## config.mk

```make
export PLATFORM = sky130hd
export DESIGN_NAME = ps2_host_tx
export DESIGN_NICKNAME = d
export VERILOG_FILES = /design/src/rtl/ps2_pkg.sv /design/src/rtl/ps2_line_sync.sv /design/src/rtl/ps2_host_tx.sv
export SDC_FILE = /design/constraint.sdc
export NUM_CORES = 1
export LEC_CHECK = 0
export ABC_AREA = 1
export CORE_MARGIN = 2
export CORE_UTILIZATION = 60
export CTS_CLUSTER_DIAMETER = 40
export CTS_CLUSTER_SIZE = 12
export DETAILED_ROUTE_END_ITERATION = 8
export PLACE_DENSITY = 0.83
export SYNTH_ARGS = -nofsm -noshare
export SYNTH_HDL_FRONTEND = slang
export SYNTH_SLANG_ARGS = --single-unit
```

## constraint.sdc

```tcl
create_clock -name clk -period 2.1 [get_ports clk]
set_clock_uncertainty 0.15 [all_clocks]
set_input_delay 0.42 -clock clk [delete_from_list [all_inputs] [get_ports clk]]
set_output_delay 0.42 -clock clk [all_outputs]
set_load 0.005 [all_outputs]
```

## src/rtl/ps2_pkg.sv

```systemverilog
// ps2_pkg: shared PS/2 constants, host-transmit FSM encoding and odd-parity helper.
// Latency: n/a (declarations only).
// Backpressure: n/a.
package ps2_pkg;

    // Counter widths: cycle counters cover up to 2^20-1, the edge counter covers 11 edges.
    localparam int unsigned PS2_CNT_W  = 20;
    localparam int unsigned PS2_EDGE_W = 4;

    // Default cycle budgets at 50 MHz: 100 us inhibit, 20 ms device response window.
    localparam int unsigned PS2_INHIBIT_CYCLES_DEF = 5000;
    localparam int unsigned PS2_TIMEOUT_CYCLES_DEF = 1000000;

    // Host-to-device frame: 8 data + parity + stop + device acknowledge edge.
    localparam int unsigned PS2_FRAME_EDGES = 11;

    // Command bytes sent to the keyboard.
    localparam logic [7:0] PS2_CMD_SET_LEDS = 8'hED;
    localparam logic [7:0] PS2_CMD_ENABLE   = 8'hF4;
    localparam logic [7:0] PS2_CMD_RESET    = 8'hFF;

    typedef enum logic [2:0] {
        ST_IDLE      = 3'd0,
        ST_INHIBIT   = 3'd1,
        ST_RELEASE   = 3'd2,
        ST_SHIFT     = 3'd3,
        ST_ACK       = 3'd4,
        ST_WAIT_IDLE = 3'd5
    } ps2_tx_state_t;

    // Odd parity: the parity bit makes the total count of ones in data+parity odd.
    function automatic logic ps2_odd_parity(input logic [7:0] b);
        return ~^b;
    endfunction

endpackage

```

## src/rtl/ps2_line_sync.sv

```systemverilog
// ps2_line_sync: 2-flop synchronizer plus falling-edge pulse for one PS/2 line.
// Latency: line_sync lags the pin by 2 clk; fall is high in the first cycle line_sync reads 0.
// Backpressure: none; free-running sampler.
module ps2_line_sync (
    input  logic clk,
    input  logic reset,
    input  logic line,
    output logic line_sync,
    output logic fall
);

    logic meta;
    logic prev;

    // Two synchronizer stages plus one history flop; an idle PS/2 line rests high.
    always_ff @(posedge clk or posedge reset) begin
        if (reset) begin
            meta      <= 1'b1;
            line_sync <= 1'b1;
            prev      <= 1'b1;
        end else begin
            meta      <= line;
            line_sync <= meta;
            prev      <= line_sync;
        end
    end

    assign fall = prev & ~line_sync;

endmodule

```

## src/rtl/ps2_host_tx.sv

```systemverilog
// ps2_host_tx: host-to-device PS/2 command transmitter (inhibit, RTS, 11-bit shift, ack check).
// Latency: pin falling edge to data_oe update 3 clk; done/error 1 clk after the synchronized condition.
// Backpressure: tx_ready only in IDLE (not its first cycle); tx_valid/tx_byte ignored while busy.
module ps2_host_tx
    import ps2_pkg::*;
#(
    parameter int unsigned INHIBIT_CYCLES = PS2_INHIBIT_CYCLES_DEF,
    parameter int unsigned TIMEOUT_CYCLES = PS2_TIMEOUT_CYCLES_DEF
) (
    input  logic       clk,
    input  logic       reset,
    input  logic       ps2_clk,
    input  logic       data,
    output logic       ps2_clk_oe,
    output logic       data_oe,
    input  logic [7:0] tx_byte,
    input  logic       tx_valid,
    output logic       tx_ready,
    output logic       busy,
    output logic       tx_done,
    output logic       tx_error
);

    localparam logic [PS2_CNT_W-1:0]  CNT_ONE     = PS2_CNT_W'(1);
    localparam logic [PS2_CNT_W-1:0]  INH_LAST    = PS2_CNT_W'(INHIBIT_CYCLES - 1);
    localparam logic [PS2_CNT_W-1:0]  INH_START   = PS2_CNT_W'(INHIBIT_CYCLES - 2);
    localparam logic [PS2_CNT_W-1:0]  TMO_LAST    = PS2_CNT_W'(TIMEOUT_CYCLES - 1);
    localparam logic [PS2_EDGE_W-1:0] EDGE_ONE    = PS2_EDGE_W'(1);
    localparam logic [PS2_EDGE_W-1:0] EDGE_PARITY = PS2_EDGE_W'(PS2_FRAME_EDGES - 2);

    ps2_tx_state_t         state, state_n;
    logic [PS2_CNT_W-1:0]  cnt, cnt_n;
    logic [PS2_EDGE_W-1:0] edge_cnt, edge_n;
    logic [9:0]            shreg, shreg_n;
    logic                  clk_oe_n, data_oe_n, ready_n, busy_n, done_n, err_n;
    logic                  clk_sync, clk_fall, data_sync, data_fall_unused;
    logic                  timeout;

    ps2_line_sync u_clk_sync (
        .clk       (clk),
        .reset     (reset),
        .line      (ps2_clk),
        .line_sync (clk_sync),
        .fall      (clk_fall)
    );

    // Data edges carry no meaning for the transmitter; only the level is sampled.
    ps2_line_sync u_data_sync (
        .clk       (clk),
        .reset     (reset),
        .line      (data),
        .line_sync (data_sync),
        .fall      (data_fall_unused)
    );

    // State, counters and every output are registered here.
    always_ff @(posedge clk or posedge reset) begin
        if (reset) begin
            state      <= ST_IDLE;
            cnt        <= '0;
            edge_cnt   <= '0;
            shreg      <= '0;
            ps2_clk_oe <= 1'b0;
            data_oe    <= 1'b0;
            tx_ready   <= 1'b1;
            busy       <= 1'b0;
            tx_done    <= 1'b0;
            tx_error   <= 1'b0;
        end else begin
            state      <= state_n;
            cnt        <= cnt_n;
            edge_cnt   <= edge_n;
            shreg      <= shreg_n;
            ps2_clk_oe <= clk_oe_n;
            data_oe    <= data_oe_n;
            tx_ready   <= ready_n;
            busy       <= busy_n;
            tx_done    <= done_n;
            tx_error   <= err_n;
        end
    end

    // Next-state and next-output logic; the timeout check wins over a same-cycle clock edge.
    always_comb begin
        state_n   = state;
        cnt_n     = cnt;
        edge_n    = edge_cnt;
        shreg_n   = shreg;
        clk_oe_n  = ps2_clk_oe;
        data_oe_n = data_oe;
        ready_n   = tx_ready;
        busy_n    = busy;
        done_n    = 1'b0;
        err_n     = 1'b0;
        timeout   = (cnt == TMO_LAST);

        case (state)
            ST_IDLE: begin
                ready_n = 1'b1;
                cnt_n   = '0;
                if (tx_valid && tx_ready) begin
                    state_n   = ST_INHIBIT;
                    ready_n   = 1'b0;
                    clk_oe_n  = 1'b1;
                    data_oe_n = (INHIBIT_CYCLES == 1);
                    shreg_n   = {1'b1, ps2_odd_parity(tx_byte), tx_byte};
                end
            end
            ST_INHIBIT: begin
                if (cnt == INH_LAST) begin
                    state_n   = ST_RELEASE;
                    clk_oe_n  = 1'b0;
                    data_oe_n = 1'b1;
                    cnt_n     = '0;
                end else begin
                    cnt_n = cnt + CNT_ONE;
                    if (INHIBIT_CYCLES >= 2 && cnt == INH_START) begin
                        data_oe_n = 1'b1;
                    end
                end
            end
            ST_RELEASE, ST_SHIFT, ST_ACK: begin
                if (timeout) begin
                    state_n   = ST_IDLE;
                    clk_oe_n  = 1'b0;
                    data_oe_n = 1'b0;
                    ready_n   = 1'b0;
                    err_n     = 1'b1;
                end else begin
                    cnt_n = cnt + CNT_ONE;
                    if (state == ST_RELEASE) begin
                        edge_n  = '0;
                        state_n = ST_SHIFT;
                    end else if (clk_fall && state == ST_SHIFT) begin
                        data_oe_n = ~shreg[0];
                        shreg_n   = {1'b0, shreg[9:1]};
                        edge_n    = edge_cnt + EDGE_ONE;
                        if (edge_cnt == EDGE_PARITY) begin
                            state_n = ST_ACK;
                        end
                    end else if (clk_fall) begin
                        edge_n = edge_cnt + EDGE_ONE;
                        if (!data_sync) begin
                            state_n = ST_WAIT_IDLE;
                        end else begin
                            state_n   = ST_IDLE;
                            clk_oe_n  = 1'b0;
                            data_oe_n = 1'b0;
                            ready_n   = 1'b0;
                            err_n     = 1'b1;
                        end
                    end
                end
            end
            ST_WAIT_IDLE: begin
                if (clk_sync && data_sync) begin
                    state_n = ST_IDLE;
                    ready_n = 1'b0;
                    done_n  = 1'b1;
                end
            end
            default: begin
                state_n   = ST_IDLE;
                clk_oe_n  = 1'b0;
                data_oe_n = 1'b0;
                ready_n   = 1'b0;
            end
        endcase

        busy_n = (state_n != ST_IDLE);
    end

endmodule

```

==> flow_summary.ini, run 1 <==
[cells_and_area]
fin_area_sq_um = 3560
num-nets-final = 473
syn_to_final_growth_pct = 16.12
stdcell_count = 527
finish.utilization_pct = 71.05
n_antenna_cell = 0
drive_gt1_share_pct = 13.35

[clock_network]
clk_pin_slew_worst_paths_ps = 90
numCtsBuffers = 5
cts_root_buf = clkbuf_8
clk_latency_ps = 310
htree_levels = 2
holdBufCountCts = 0
cts_max_path_buffers = 2
cts_tree = done
clkSinkCount = 48

[synthesis]
synth-edff-count = 0
synth_most_common_cell = nand2_1
yosysWarnings = 0
synth.distinct_cells = 36
synth_area_leaders = dfrtp_1 34%, nand2_1 16%, nor2_1 6.5%, inv_1 5.5%, dfstp_2 5.1%
syn_avg_cell_area_sq_um = 7.213
ys_async_sr_fraction_pct = 100.0
ys.flop_type = dfrtp_1
synth_area_sq_um = 3065
syn_inst = 425
synth_top_area_share_pct = 34.29
ys_ff_latch = 48
synth_area_leader_cell = dfrtp_1
syn_nets = 442
synth_common_cells = 127 x nand2_1, 53 x nor2_1, 45 x inv_1
yosysSeqAreaShare_pct = 39.43

[status]
status = finished, final reports clean

[placed_design]
gp_congestion = 0.9296
port_buffers = 18
placed_cell_area_sq_um = 3401
placed_cells = 519
dp_slack_ps = 139.9
hpwlAfterDp_um = 5319

[sta]
grt_setup_unrepaired = true
fin_crit_sh_pct = 93.51
slew_headroom_pct = 63.68
fmax_mhz = 509.2
post-route-min-period_ps = 1964
hold_viol = 0
timing.hold.ws_ps = 188.0
setup_slack_ps = 136.2
finalSetupViolations = 0
tightestPinTransition_ps = 541.9
slew_violations = 0
finalSetupTns_ps = 0

[worst_hold_path]
hold_class = in2async

[die]
core.rowCount = 26
io_pins = 19
start_util_pct = 61.19
die-area_sq_um = 5696
die_x_um = 75.48
core_sq_um = 5010
dieHeight_um = 75.48

[critical_path]
cp_common_cell = nand2_1
r2r_slack_ps = 140
end_kind = register
startpoint_type = register
critPathKind = reg2reg
crit_buf_inv = 1
cp.required_ps = 2150
crit_fanout = 8
reg2reg_depth = 9
crit_family = simple AND/OR/NAND/NOR gates
cp_slowest_cell = dfrtp_1
slowest_delay_ps = 500
rr_endpoint = busy
crit_chain = nand2_1 > inv_1 > nand2_1 > nor2_1 > nand3_2 > nand2_1 > o21ai_1 > nor2_1 > nand2_1
r2r-start = cnt[14]
cp.arrival_ps = 2010

[detailed_routing]
viasPerCell = 5.364
wire_per_inst_um = 13.69
first_pass_iters = 4
num_vias = 2827
routed-wl-met3_um = 284
wl_met1_um = 3075
drtAntennaViolNets = 0
wl_um = 7214
met2_length_um = 3679
detail_route.iter0.violations = 188
dr.max_layer_used = met4
route.detailed.drc = 0

[grt]
grt_max_degree = 28
grt_pass1_wl_um = 11810
grt_pass1_vias = 2727
grt_antenna_before_repair = 0
grt_usage_pct = 27.43
grt_remaining_overflow = 0

[pwr]
total_power_mw = 1.959
powerDensity_nw_per_um2 = 550.3
ir_drop_uv = 455.6
leakage_nw = 1.674

[run]
cap_violations = 0
## final cells by class
cell class / count / area (sq um)
fillers: 431 / 1450
clock buffers: 5 / 68.82
well taps: 70 / 87.58
repair buffers: 35 / 332.8
flip-flops and latches: 48 / 1209
multi-input cells: 318 / 1589
inverters: 48 / 182.7
clock inverters: 3 / 90.09
## what timing repair did
action | CTS | global route
setup buffers | 0 | 0
setup endpoints to repair | 0 | 2
gates resized for setup | 0 | 0
## how the worst max path moves through the flow
stage                     slack (ps)  cells after the start       end        from
after floorplan                  270                      9  shreg[8]      cnt[0]
after global placement           190                      9  shreg[8]  tx_byte[4]
after detailed placement         140                      9  shreg[8]    tx_valid
after CTS                        140                      8      busy      cnt[1]
after global routing             -10                      8   data_oe      cnt[1]
final                            140                      9      busy     cnt[14]
## power breakdown
group | leakage, nW | internal [mW] | switching, mW | total, mW
clock network | 0.0784 | 0.595 | 0.325 | 0.920
logic | 1.01 | 0.0483 | 0.0545 | 0.103
registers | 0.583 | 0.932 | 0.00360 | 0.936
## state kept, by name, summed over array words and instances, names as in the netlist, 3 cells and up
signal,flops
edge_cnt,4
shreg,10
state,3
cnt,20
## per-layer routing
layer / GRT usage, % / vias up
met5: 0 / -
met4: 12.87 / 0
met3: 4.630 / 19
met2: 48.12 / 73
met1: 32.76 / 1319
li1: - / 1416
## kinds of logic after synthesis
| group | after synthesis | synth area share [%] |
|---|---|---|
| AOI/OAI and AO/OA | 61 | 12.12 |
| xor gates and xnor gates | 15 | 4.286 |
| adders and majority gates | 4 | 1.633 |
| buffers and inverters | 59 | 8.735 |
| DFF | 48 | 39.43 |
| and+or+nand+nor | 238 | 33.80 |
## layout by cell type (no fill, tap or decap), types with 3 or more instances in the layout
master           count
o21ai_2              8
xnor2_1              5
nand2_1            127
or2_2                3
clkbuf_8             5
xor2_1              10
ha_1                 4
nand3_2              4
o21ai_1              5
dfrtp_1             42
o21ai_0             28
inv_2                3
dfstp_2              6
o211ai_1            11
buf_4               15
inv_1               44
nand2_2              5
bufinv_16            3
nand3b_1             3
nand3_1             27
clkdlybuf4s50_1     18
nand4_1              7
nor2_1              53
a21oi_1              5
No activity file was read; power rests on OpenSTA's default activity.
==> run 2, diff against run 1 <==
--- a/config.mk
+++ b/config.mk
@@ -7,10 +7,11 @@
 export LEC_CHECK = 0
 export ABC_AREA = 1
 export CORE_MARGIN = 2
-export CORE_UTILIZATION = 60
+export CORE_UTILIZATION = 64
 export CTS_CLUSTER_DIAMETER = 40
 export CTS_CLUSTER_SIZE = 12
 export DETAILED_ROUTE_END_ITERATION = 8
+export DONT_BUFFER_PORTS = 1
 export PLACE_DENSITY = 0.83
 export SYNTH_ARGS = -nofsm -noshare
 export SYNTH_HDL_FRONTEND = slang
==> constraint.sdc (replaced) <==
create_clock -name clk -period 2.1 [get_ports clk]
set_clock_uncertainty 0.15 [all_clocks]
set_input_delay 0.42 -clock clk [delete_from_list [all_inputs] [get_ports clk]]
set_output_delay 0.42 -clock clk [all_outputs]
set_load 0.02 [all_outputs]
==> flow_summary.ini, run 2 (synthesized netlist as in run 1, its figures left out) <==
[status]
status = finished, final reports clean

[grt]
grt_max_degree = 26
grt_antenna_before_repair = 0
grt_pass1_vias = 2626
grt_remaining_overflow = 0
grt_usage_pct = 28.41
grt_pass1_wl_um = 11740

[cells_and_area]
layout_commonest_cell = nand2_1
largest_reg_flops = 20
syn_to_final_growth_pct = 7.510
reg_top3 = cnt x20, shreg x10, edge_cnt x4
num-nets-final = 455
drive_gt1_share_pct = 13.21
top_register = cnt
n_antenna_cell = 0
final_cell_mix = 126 x nand2_1, 53 x nor2_1, 44 x inv_1

[sta]
slew_headroom_pct = 61.75
post-route-min-period_ps = 1934
fin_crit_sh_pct = 92.10
finalSetupViolations = 0
grt_setup_unrepaired = false
finalSetupTns_ps = 0
hold_viol = 0
slew_violations = 0
fmax_mhz = 517.0
timing.hold.ws_ps = 151.4
setup_slack_ps = 165.9
tightestPinTransition_ps = 570.7

[clock_network]
cts_setup_buffers = 0
cts_root_buf = clkbuf_8
cts_tree = done
clk_latency_ps = 300
cts_max_path_buffers = 2
numCtsBuffers = 5
clk_pin_slew_worst_paths_ps = 90
htree_levels = 2
clkSinkCount = 48

[die]
die-area_sq_um = 5360
die_x_um = 73.21
core.rowCount = 25
io_pins = 19
dieHeight_um = 73.21
start_util_pct = 65.77
core_sq_um = 4661

[run]
cap_violations = 0

[pwr]
internal-power_mw = 1.233
ir_drop_uv = 344.2
leakage_nw = 1.568
p_clk_share_pct = 36.4
p_seq_share_pct = 58.7
power_switching_share_pct = 22.58
netSwitchingPower_uw = 359.7
combPwrFrac_pct = 4.8
powerDensity_nw_per_um2 = 483.4
total_power_mw = 1.593

[placed_design]
port_buffers = 0
dp_slack_ps = 102.5
hpwlAfterDp_um = 5255
gp_congestion = 0.9762

[critical_path]
slowest_delay_ps = 400
cp_slowest_cell = dfrtp_1
cp.required_ps = 2160
end_kind = register
crit_family = simple AND/OR/NAND/NOR gates
crit_buf_inv = 1
crit_fanout = 12
critPathKind = reg2reg
crit_chain = ha_2 > nand3_2 > nor2_2 > nand4_2 > nand2_4 > buf_4 > nand2_1 > o21ai_0
r2r_slack_ps = 170
startpoint_type = register
cp.arrival_ps = 1990

[detailed_routing]
detail_route.iter0.violations = 281
wire_per_inst_um = 14.03
wl_um = 6916
route.detailed.drc = 0
drtAntennaViolNets = 0
first_pass_iters = 7
num_vias = 2794
viasPerCell = 5.667

[worst_hold_path]
hold_class = in2reg
-- run 2: final timing paths --
path                            startpoint              endpoint  cells past startpoint
max                                 cnt[1]                cnt[0]                      8
min                               tx_valid              tx_ready                      3
max reg2reg                         cnt[1]                cnt[0]                      8
min reg2reg                u_clk_sync.meta  u_clk_sync.line_sync                      0
max in group asynchronous            reset                cnt[1]                      3
min in group asynchronous            reset            ps2_clk_oe                      2
-- run 2: routing by layer --
layer	vias to the layer above	share of wire, %	global-route usage [%]
met4	0	2.4	11.11
li1	1384	-	-
met2	83	48	45.35
met3	14	4.6	4.420
met1	1313	45	38.85
met5	-	0	0
-- run 2: worst reg2reg max path: stages (launching register included) --
cell     delay, ps
dfrtp_1        400
ha_2           270
nand3_2        130
nor2_2         180
nand4_2        210
nand2_4        150
buf_4          190
nand2_1         70
o21ai_0         90
-- run 2: cell type report --
cell class                      count  area, sq um
Multi-Input combinational cell    318         1599
Tap cell                           54        67.56
Fill cell                         379         1365
Inverter                           48        182.7
Sequential cell                    48         1209
Clock buffer                        8        90.09
Timing Repair Buffer               17        147.6
-- run 2: metrics by stage --
stage / area, sq um / cells / utilization, %
2_1_floorplan: 3065 / 425 / -
3_3_place_gp: 3166 / 482 / 67.92
3_5_place_dp: 3166 / 482 / 67.92
4_1_cts: 3286 / 493 / 70.50
5_1_grt: 3296 / 493 / 70.71
6_report: 3296 / 493 / 70.71
-- run 2: power by group through the flow --
stage	Sequential [mW]	Clock [mW]	Combinational, mW
final	0.936	0.581	0.0770
after global routing	0.937	0.614	0.0908
after CTS	0.936	0.582	0.0791
after detailed placement	0.954	0	0.0743
after global placement	0.953	0	0.0718
after floorplan	0.953	0	0.0568
-- run 2: what timing repair did --
action | 4_1_cts | 5_1_grt
setup endpoints to repair | 0 | 20
hold buffers | 3 | 0
hold endpoints to repair | 20 | 0
gates resized for setup | 0 | 3
==> variant 1: new RTL, settings of run 2 <==
Set the package constant `PS2_CNT_W` to 22 (it was 20).
--- a/src/rtl/ps2_pkg.sv
+++ b/src/rtl/ps2_pkg.sv
@@ -5,5 +5,5 @@
 
     // Counter widths: cycle counters cover up to 2^20-1, the edge counter covers 11 edges.
-    localparam int unsigned PS2_CNT_W  = 20;
+    localparam int unsigned PS2_CNT_W  = 22;
     localparam int unsigned PS2_EDGE_W = 4;
 
Behaviour: no difference found for any inputs over 10 cycles, from zero or initial values and one cycle with reset high; that may be too few to reach the edited logic, so the function may still have changed.
==> variant 1 against run 2 <==
Sequential cell count grew 2; clock power is essentially flat; wire length grew 14%; total power grew 2.5%; worst setup slack lost 72 ps; via count grew 11%; combinational power grew 2%; largest cell class unchanged; synthesized area grew 4.4%; design area grew 8.4%; critical endpoint is now busy; maximum frequency shrank 3.6%; count of clock-buffer cells in the layout shrank 3.
==> variant 1: results (changes against run 2) <==
Run status
  – Status: completed

Finish
  – N_diodes: 0 (unchanged)
  – Fillers: 365 (-3.7%)
  – Nets: 483 (+6.2%)
  – Layout cells sized above 1: 0.139 (+0.00737)
  – Biggest regs: cnt (22), shreg (10), edge_cnt (4)

GRT
  – Global-route wire length before repair: 13,100 um (+11%)
  – Vias in the first global route: 2,849 (+8.5%)
  – Largest net degree at the start of global routing: 31 (+19%)
  – Tot GR Track Use: 0.307 (+0.0229)

Placement
  – Placed cell areas: 3430 um2 (+8.2%)
  – I/O Buffers: 0 (unchanged)
  – DP Wirelength: 5710 um (+8.6%)
  – Final weighted congestion in routability-driven placement: 0.924 (-5.4%)

Synth
  – Mapped Nets: 458 (+3.6%)
  – Synth area leaders: dfrtp_1 (34%), nand2_1 (15%), nor2_1 (6.9%)
  – Post-synth top cells: nand2_1 (124), nor2_1 (59), dfrtp_1 (44), inv_1 (44), nand3_1 (31)
  – Sequential share of the synthesized area: 0.393 (-0.000856)
  – Async S/R FF share, synth: 1.00 (unchanged)
  – Post-synth top flop: dfrtp_1
  – Synth warnings: 0 (unchanged)
  – Synth cell types: 33 (-8.3%)

Power
  – P per Cell Area: 457 nW/um2 (-5.4%)
  – IR drop worst, VDD: 0.418 mV (+21%)
  – Switching Share: 0.244 (+0.0185)
  – Static leakage: 1.72 nW (+9.9%)

Timing
  – Final Hold Viols: 0 (unchanged)
  – Slew HR: 0.581 (-0.0369)

CTS
  – Clock buffer depth: 2 (unchanged)
  – Clk_lat worst skew: 320 ps (+20 ps)
  – Num CTS Buffers: 5 (unchanged)

Worst hold path
  – WHS Path Cells: 2 (-1)
  – Worst Hold Launch: tx_byte[2]
  – WHS Endpoint: shreg[2]

Worst setup path
  – R2R Setup Slk: 90 ps (-70 ps)
  – Worst R2R Start: cnt[15]
  – FF-to-FF End: busy
  – CP Max Fanout: 9 (-3)
  – CP peak stage delay: 400 ps (about the same)
  – Worst Reg-to-Reg Cells: 9 (+1)

Drt
  – DR vias: 3,088 (+11%)
  – Final WL: 7880 um (+14%)
  – Pre-antenna DRT Iters: 5 (-2)
  – DRT iter0 DRCs: 472 (+68%)
## variant 1: cells by family after synthesis
logic type,count (synthesis),share of synthesized area
AOI/OAI and AO/OA,66,0.131
xor gates and xnor gates,17,0.0465
DFF,50,0.393
muxes,8,0.0250
buffers and inverters,58,0.0767
and+or+nand+nor,236,0.307
adders and majority gates,5,0.0196
## variant 1: timing repair
action | 4_1_cts | 5_1_grt
hold buffers | 3 | 0
resized for setup | 0 | 5
hold endpoints to repair | 21 | 0
endpoints found under the setup margin | 0 | 15
## variant 1: worst max-delay path by stage
stage / slack (ps) / from / cells after the start / endpoint
global placement: 200 / state[1] / 9 / edge_cnt[0]
finish: 90 / cnt[15] / 9 / busy
detailed placement: 130 / state[1] / 9 / edge_cnt[0]
CTS: 110 / state[1] / 9 / edge_cnt[0]
global route: 10 / cnt[0] / 9 / shreg[1]
floorplan: 250 / cnt[1] / 9 / edge_cnt[0]
## variant 1: cell type report
type                            instances  share of cell area
Inverter                               48              0.0518
Clock inverter                          3             0.00595
Sequential cell                        50               0.353
Timing Repair Buffer                   27              0.0658
Multi-Input combinational cell        333               0.481
Clock buffer                            5              0.0193
Tap cell                               67              0.0235
## variant 1: power groups by stage
stage	Clock [mW]	Combinational, mW	Sequential [mW]
finish	0.581	0.0786	0.974
global route	0.621	0.0913	0.974
CTS	0.572	0.0795	0.973
detailed placement	0	0.0744	0.992
global placement	0	0.0699	0.992
floorplan	0	0.0556	0.991
## variant 1: layer usage
metal  track usage  vias up  wire length [um]
met5             0        -                 0
met4        0.0774        0               161
met2         0.510      160              3740
met3        0.0535       22               652
li1              -     1467                 -
met1         0.420     1439              3330
## variant 1: metrics by stage
step / total power, mW / std cells / hold slack (ps) / worst slack (ps)
3_5_place_dp: 1.07 / 521 / 198 / 129
4_1_cts: 1.62 / 532 / 174 / 106
5_1_grt: 1.69 / 533 / 175 / 11.7
6_report: 1.63 / 533 / 166 / 94.3
2_1_floorplan: 1.05 / 440 / 195 / 246
3_3_place_gp: 1.06 / 521 / 193 / 204
## variant 1: critical path: cells and delay by family (launching register included)
kind	cells	cell delay (ps)
compound gates	1	180
flops	1	400
buf+inv	2	290
simple gates	6	870
==> variant 2: new RTL, config.mk and constraints of run 2 <==
Without the edit above. The 6 states of `ps2_tx_state_t` get a Gray code encoding in 3 bits.
--- a/src/rtl/ps2_pkg.sv
+++ b/src/rtl/ps2_pkg.sv
@@ -21,10 +21,10 @@
 
     typedef enum logic [2:0] {
-        ST_IDLE      = 3'd0,
-        ST_INHIBIT   = 3'd1,
-        ST_RELEASE   = 3'd2,
-        ST_SHIFT     = 3'd3,
-        ST_ACK       = 3'd4,
-        ST_WAIT_IDLE = 3'd5
+        ST_IDLE      = 3'b000,
+        ST_INHIBIT   = 3'b001,
+        ST_RELEASE   = 3'b011,
+        ST_SHIFT     = 3'b010,
+        ST_ACK       = 3'b110,
+        ST_WAIT_IDLE = 3'b111
     } ps2_tx_state_t;
 
Check against the original RTL: same outputs for any inputs over 10 cycles, from zero or initial values and one cycle with reset high; not proved beyond that.
==> variant 2 against run 2 <==
Synthesized area fell by 2.9%; first-iteration DRC count fell by 2.8%; sequential share of layout area grew 0.32 points; cell count down 6.1%; count of clock-buffer cells in the layout decreased by 2; total power increased by 8.0%; critical path depth up 2; worst setup slack got worse by 68 ps; wire length is 1.4% lower; sequential cell count stayed put; maximum frequency decreased by 3.4%; design area decreased by 0.76%.
==> variant 2: results (changes against run 2) <==
Power
  – Comb. pwr: 0.0681 mW (-12%)
  – Power Internal: 1.35 mW (+9.3%)
  – IR drop worst, VDD: 0.369 mV (+7.2%)
  – Static leakage: 1.50 nW (-4.6%)
  – P_clk: 0.717 mW (+23%)

Placement
  – Final weighted congestion in routability-driven placement: 0.972 (-0.39%)
  – Inst Count DP: 452 (-6.2%)
  – Placed cell areas: 3100 um2 (-2.1%)
  – Placement Setup Slack: 88.0 ps (-14.5 ps)

Finish
  – Layout cells sized above 1: 0.141 (+0.00900)
  – Fillers: 340 (-10%)
  – Layout Cells excl Fill: 463 (-6.1%)
  – Nets: 427 (-6.2%)

Worst setup path
  – FF-to-FF End: busy
  – CP Max Fanout: 5 (-7)
  – Worst endpoint data arrival time: 2040 ps (+50 ps)
  – CP peak stage delay: 430 ps (+30 ps)

Worst hold path
  – WHS Endpoint: shreg[4]
  – Worst Hold Launch: tx_byte[4]
  – WHS Path Cells: 2 (-1)

Synth
  – Sequential share of the synthesized area: 0.406 (+0.0116)
  – Synthesized instance count: 397 (-6.6%)
  – Synth cell types: 34 (-5.6%)
  – Synth area leaders: dfrtp_1 (35%), nand2_1 (14%), nor2_1 (5.8%)
  – Post-synth top cells: nand2_1 (110), nor2_1 (46), dfrtp_1 (42), inv_1 (41), nand3_1 (25)

Drt
  – DRT iter0 DRCs: 273 (-2.8%)
  – DR vias: 2,687 (-3.8%)

GRT
  – Global-route wire length before repair: 11,400 um (-3.2%)
  – Tot GR Track Use: 0.282 (-0.00206)

Timing
  – Hold slack: 145 ps (-6.44 ps)

Run status
  – Status: completed
variant 2: cell count changes in the layout (fill, tap and decap cells not counted), sizes merged, moves of 2 or more:
| cell | change |
|---|---|
| buf | -4 |
| nand3 | -5 |
| xor2 | +6 |
| clkinv | +2 |
| clkbuf | -2 |
| nor3 | +4 |
| a31oi | -2 |
| o21bai | +2 |
| nand2 | -17 |
| nor2 | -7 |
| o21ai | -8 |
| nand4 | -3 |
| a21oi | +4 |
variant 2: cell type report:
| cell class | count | area, um2 | area share |
|---|---|---|---|
| Clock inverter | 2 | 38.8 | 0.0119 |
| Multi-Input combinational cell | 294 | 1560 | 0.478 |
| Sequential cell | 48 | 1210 | 0.370 |
| Inverter | 48 | 180 | 0.0551 |
| Timing Repair Buffer | 13 | 130 | 0.0398 |
| Clock buffer | 6 | 82.6 | 0.0252 |
| Tap cell | 52 | 65.1 | 0.0199 |
variant 2: how the worst max path moves through the flow:
stage / startpoint / endpoint / depth (start not counted)
4_1_cts: cnt[1] / busy / 10
6_report: cnt[0] / busy / 10
2_1_floorplan: cnt[1] / shreg[8] / 9
3_5_place_dp: cnt[1] / busy / 10
3_3_place_gp: cnt[1] / busy / 10
5_1_grt: cnt[13] / cnt[14] / 9
variant 2: metal layers:
| layer | track usage | share of wire | up-vias |
|---|---|---|---|
| met5 | 0 | 0 | - |
| met1 | 0.388 | 0.46 | 1246 |
| met3 | 0.0528 | 0.060 | 21 |
| li1 | - | - | 1300 |
| met4 | 0.107 | 0.025 | 0 |
| met2 | 0.445 | 0.46 | 120 |
variant 2: kinds of logic (layout without fill, tap and decap cells):
logic type,Yosys count,in the layout,share of synthesized area
buf+inv,55,69,0.0756
simple gates,208,208,0.308
compound gates,60,60,0.129
flops,48,48,0.406
xor+xnor,22,22,0.0647
fa+ha+maj,4,4,0.0168
